$ cat src/rtl/unsigned_8x8_err_monitor.sv
// Error-statistics monitor for an 8x8 approximate multiplier: compares each
// accepted z against the exact x*y and accumulates count, |e| sum, signed sum and max.
module unsigned_8x8_err_monitor #(
    parameter int N_W   = 16,
    parameter int SUM_W = 32
) (
    input  logic             clk,
    input  logic             rst,
    input  logic             start,
    input  logic [N_W-1:0]   num_samples,
    input  logic             in_valid,
    output logic             in_ready,
    input  logic [7:0]       x,
    input  logic [7:0]       y,
    input  logic [15:0]      z,
    output logic             busy,
    output logic             done,
    output logic [N_W-1:0]   err_cnt,
    output logic [SUM_W-1:0] sum_abs_err,
    output logic [SUM_W:0]   sum_err,
    output logic [15:0]      max_abs_err
);
    typedef enum logic [1:0] {IDLE, RUN, DRAIN, DONE} state_t;

    localparam int AW = SUM_W + 17;
    localparam int EW = SUM_W + 18;
    localparam logic        [SUM_W-1:0] SABS_MAX = {SUM_W{1'b1}};
    localparam logic signed [SUM_W:0]   SERR_MAX = {1'b0, {SUM_W{1'b1}}};
    localparam logic signed [SUM_W:0]   SERR_MIN = {1'b1, {SUM_W{1'b0}}};

    state_t              state_q;
    logic [N_W-1:0]      n_q, cnt_q;
    logic                s1_vld_q, s2_vld_q;
    logic [15:0]         s1_z_q, s1_p_q;
    logic [N_W-1:0]      err_cnt_q, err_cnt_d;
    logic [SUM_W-1:0]    sum_abs_q, sum_abs_d;
    logic signed [SUM_W:0] sum_err_q, sum_err_d;
    logic [15:0]         max_abs_q, max_abs_d;

    logic                accept;
    logic signed [16:0]  e;
    logic [15:0]         abs_e;
    logic [AW-1:0]       abs_sum;
    logic signed [EW-1:0] err_sum;

    assign in_ready = (state_q == RUN) && (cnt_q < n_q);
    assign accept   = in_valid && in_ready;
    assign busy     = (state_q == RUN) || (state_q == DRAIN);
    assign done     = (state_q == DONE);

    assign err_cnt     = err_cnt_q;
    assign sum_abs_err = sum_abs_q;
    assign sum_err     = sum_err_q;
    assign max_abs_err = max_abs_q;

    // Stage 2: error of the registered sample, folded into saturating accumulators
    // computed wide enough that overflow is just a compare against the limit.
    always_comb begin
        e         = $signed({1'b0, s1_z_q}) - $signed({1'b0, s1_p_q});
        abs_e     = e[16] ? 16'(-e) : e[15:0];
        abs_sum   = AW'(sum_abs_q) + AW'(abs_e);
        err_sum   = EW'(sum_err_q) + EW'(e);
        sum_abs_d = (abs_sum > AW'(SABS_MAX)) ? SABS_MAX : abs_sum[SUM_W-1:0];
        if (err_sum > EW'(SERR_MAX))
            sum_err_d = SERR_MAX;
        else if (err_sum < EW'(SERR_MIN))
            sum_err_d = SERR_MIN;
        else
            sum_err_d = err_sum[SUM_W:0];
        err_cnt_d = ((e != 17'sd0) && (err_cnt_q != {N_W{1'b1}})) ? err_cnt_q + N_W'(1) : err_cnt_q;
        max_abs_d = (abs_e > max_abs_q) ? abs_e : max_abs_q;
    end

    always_ff @(posedge clk or posedge rst) begin
        if (rst) begin
            state_q   <= IDLE;
            n_q       <= '0;
            cnt_q     <= '0;
            s1_vld_q  <= 1'b0;
            s2_vld_q  <= 1'b0;
            s1_z_q    <= '0;
            s1_p_q    <= '0;
            err_cnt_q <= '0;
            sum_abs_q <= '0;
            sum_err_q <= '0;
            max_abs_q <= '0;
        end else begin
            s1_vld_q <= accept;
            s2_vld_q <= s1_vld_q;
            if (accept) begin
                s1_z_q <= z;
                s1_p_q <= 16'(x) * 16'(y);
            end
            if (s1_vld_q) begin
                err_cnt_q <= err_cnt_d;
                sum_abs_q <= sum_abs_d;
                sum_err_q <= sum_err_d;
                max_abs_q <= max_abs_d;
            end
            case (state_q)
                IDLE, DONE: if (start) begin
                    n_q       <= num_samples;
                    cnt_q     <= '0;
                    err_cnt_q <= '0;
                    sum_abs_q <= '0;
                    sum_err_q <= '0;
                    max_abs_q <= '0;
                    state_q   <= (num_samples == '0) ? DONE : RUN;
                end
                RUN: if (accept) begin
                    cnt_q <= cnt_q + N_W'(1);
                    if ((cnt_q + N_W'(1)) == n_q) state_q <= DRAIN;
                end
                // Last sample has left stage 1 and is retiring from stage 2 this edge.
                DRAIN: if (!s1_vld_q && s2_vld_q) state_q <= DONE;
                default: state_q <= IDLE;
            endcase
        end
    end
endmodule

$ cat config.mk
export PLATFORM = sky130hd
export DESIGN_NAME = unsigned_8x8_err_monitor
export DESIGN_NICKNAME = d
export VERILOG_FILES = /design/src/rtl/unsigned_8x8_err_monitor.sv
export SDC_FILE = /design/constraint.sdc
export NUM_CORES = 1
export LEC_CHECK = 0
export BUFFER_PORTS_ARGS = -buffer_cell sky130_fd_sc_hd__buf_2
export CORE_MARGIN = 3
export CORE_UTILIZATION = 35
export DETAILED_ROUTE_END_ITERATION = 8
export PLACE_DENSITY = 0.53
export SLEW_MARGIN = 20
export SYNTH_ARGS = -nofsm -noshare
export SYNTH_HDL_FRONTEND = slang
export SYNTH_SLANG_ARGS = --single-unit
$ cat constraint.sdc
create_clock -name clk -period 5.18 [get_ports clk]
set_input_delay 0.259 -clock clk [delete_from_list [all_inputs] [get_ports clk]]
set_output_delay 0.259 -clock clk [all_outputs]
set_load 0.005 [all_outputs]
==> run summary <==
status: finished, final reports clean
vias: 12850
Post-synth EDFFs: 0
vias in the first global route: 12580
RSZ-0062 raised after global routing: no
syn_area_per_cell: 8.473 um^2
Yosys cell types: 88
Worst Reg-to-Reg Cells: 18
Slowest Stage Delay on Critical Path: 0.57 ns
Async S/R FF share, synth: 100.0%
min-delay worst type: primary input to register
worst path cell trace: inv_1 -> ha_1 -> fa_1 -> nand2b_4 -> a211oi_4 -> o21a_2 -> nand3_2 -> o311a_4 -> or4_4 -> o41ai_4 -> xnor2_1 -> ha_1 -> nand4_1 -> a211o_1 -> a21oi_4 -> buf_4 -> nor2_1 -> a211oi_1
post-layout min period: 4.922 ns
core area: 40280 um^2
ys flop type: dfrtp_1
#FFs+latches synth: 165
largest family of logic cells by synthesized area: compound AO/OA/AOI/OAI gates
share of cells above drive strength 1: 15.98%
Ant. Diodes: 0
setup TNS: 0 ns
final hold violation count: 0
post-route clock period utilization: 95.01%
clk_lat worst skew: 0.45 ns
count of boundary I/O pins: 152
syn nets: 1942
final setup fails: 0
Most Frequent Cell on Critical Path: ha_1
critical path depth: 18
# DRC: 0
register area: 4133 um^2
adder-cell area share of the yosys netlist: 19.78%
Synth top area share: 28.50%
clk root buf: clkbuf_16
Detail Route Antenna Nets: 0
crit path kind: register to register
Starting Density: 35.97%
slowest CP cell: or4_4
Sink Count: 165
die area: 43870 um^2
drt pass-1 iters: 5
Max Transition Viols Final: 0
WP buf/inv: 2
fin worst setup slack: 0.2583 ns
worst-path fanout max: 6
critical path endpoint category: register
Synth area leaders: dfrtp_1, ha_1, fa_1, o21ai_0, nand2_1
row count: 73
compound-cell area share of the yosys netlist: 21.17%
Post-Synth Simple-Gate Area: 17.48%
clock skew: 0.01082 ns
share of the yosys chip area belonging to registers: 28.50%
post-synthesis xor/xnor area fraction: 6.235%
worst-margin pin slew: 1.054 ns
Critical Path RT: 5.52 ns
clock slew at the register clock pins of the worst setup and hold paths: 0.07 ns
total CTS buffers: 17
area of the multi-input gates: 9853 um^2
dpl hpwl: 30.71 mm
chip width: 209.5 um
Hold Worst Slack: 0.02186 ns
Post-Place Worst Slack: 0.05086 ns
startpoint types: register
H-tree depth: 4
gpl congestion: 0.8554
Synth Warn #: 0
P&R area growth vs syn: 16.87%
CTS tree: done
DRT iter0 DRCs: 769
drt wl/cell: 16.97 um
fmax: 0.2032 GHz
max_cap viols: 0
multiplexer share of the synthesized area: 1.330%
# fillers: 4083
normalized max-slew margin: 29.24%
initial antenna violation count: 0
Die H: 209.5 um
Arr. time, crit path: 5.26 ns
clock buffer depth: 2
Avg Vias per Cell: 5.363
total track usage: 18.40%
delay-heaviest family, CP: compound AO/OA/AOI/OAI gates
post-synth top area cell: dfrtp_1
global route overflow: 0
layout net count: 2090
Post-Syn Instances: 1710
largest net degree at the start of global routing: 83
Port-buffer cells: 151
drt total wl: 40.66 mm
post-synthesis cell area: 14490 um^2
first-pass GRT wire length: 66.52 mm
Hold Crit Depth: 3
[cells by family after synthesis]
group	after synthesis
mux	19
simple gates	516
compound gates	489
flops	165
fa+ha+maj	212
buf+inv	208
xor+xnor	101
[cells in the mapped netlist, types with 15 or more instances]
cell type and count:
and2_1 44, clkbuf_1 61, and3_1 18, nand4_1 24, maj3_1 32, nand2b_1 18
a31oi_1 20, nor2_1 72, xor2_1 41, o21a_1 15, a21o_1 30, a21oi_1 132
nand2_1 198, ha_1 141, nor4_1 15, nand3_1 36, xnor2_1 59, nor3_1 29
mux2i_1 17, o21ai_0 155, inv_1 135, fa_1 39, dfrtp_1 165
[layout by cell type (no fill, tap or decap), drive strengths merged, types with 6 or more instances in the layout]
master,count
fa,39
maj3,32
and2,44
or4,7
a21oi,134
o31ai,12
dlygate4sd3,7
a21o,31
nor3,30
o211ai,12
or3,14
xnor2,59
nand4,24
inv,138
nand2b,18
o41ai,6
buf,195
nor4,15
o21ai,162
a211o,6
and3,18
a211oi,10
xor2,42
or2,7
mux2i,17
clkbuf,18
a311oi,7
nor2b,14
dfrtp,165
o21bai,12
o21a,16
a31oi,20
ha,141
nand3,37
o22ai,6
nor2,73
nand2,199
[worst paths after layout]
| check | startpoint | endpoint | slack, ns |
|---|---|---|---|
| worst max-delay path | s1_z_q[0] | max_abs_err[1] | 0.26 |
| worst min-delay path | z[11] | s1_z_q[11] | 0.02 |
| worst max register to register | s1_z_q[0] | max_abs_err[1] | 0.26 |
| worst min register to register | s1_p_q[10] | s1_p_q[10] | 0.48 |
| max in group asynchronous | rst | s1_vld_q | 3.47 |
| min in group asynchronous | rst | n_q[14] | 0.49 |
[worst reg2reg max path, cell delays in order, from the launching register on]
cell and delay, ns:
dfrtp_1 0.32, inv_1 0.05, ha_1 0.22, fa_1 0.41
nand2b_4 0.17, a211oi_4 0.32, o21a_2 0.22, nand3_2 0.08
o311a_4 0.19, or4_4 0.57, o41ai_4 0.33, xnor2_1 0.22
ha_1 0.34, nand4_1 0.20, a211o_1 0.38, a21oi_4 0.26
buf_4 0.21, nor2_1 0.05, a211oi_1 0.26
[cell type report]
| cell class | count | area share, % |
|---|---|---|
| clock buffers | 18 | 2.594 |
| clock inverters | 14 | 1.035 |
| inverters | 135 | 3.022 |
| multi-input cells | 1337 | 58.19 |
| flip-flops and latches | 165 | 24.41 |
| well taps | 525 | 3.879 |
| repair buffers | 202 | 6.872 |
[metrics by stage]
| step | utilization [%] | instances | area [um^2] |
|---|---|---|---|
| global placement | 39.59 | 2354 | 15950 |
| CTS | 41.29 | 2393 | 16630 |
| floorplan | - | 1710 | 14490 |
| finish | 42.04 | 2396 | 16930 |
| global route | 42.04 | 2396 | 16930 |
| detailed placement | 39.59 | 2354 | 15950 |
[registers in the layout (all words and copies together), names as in the netlist, 2 cells and up]
name         flops
cnt_q           16
err_cnt         16
max_abs_err     16
n_q             16
s1_p_q          16
s1_z_q          16
state_q          2
sum_abs_err     32
sum_err         33
[metal layers]
layer | up-vias | GRT usage [%] | wire [um]
met1 | 6246 | 25.55 | 19640
met4 | 0 | 3.695 | 437
met3 | 22 | 3.004 | 1414
li1 | 6377 | - | -
met2 | 205 | 30.42 | 19160
met5 | - | 0 | 0
[what timing repair did]
item | in CTS | in global routing
setup endpoints to repair | 0 | 79
gates resized for setup | 0 | 48
buffers inserted | 0 | 3
endpoints found under the hold margin | 73 | 0
hold buffers | 7 | 0
Power is left out: the tool's default activity adds up to more than one toggle a clock period on the data nets, which glitch-free logic cannot reach.
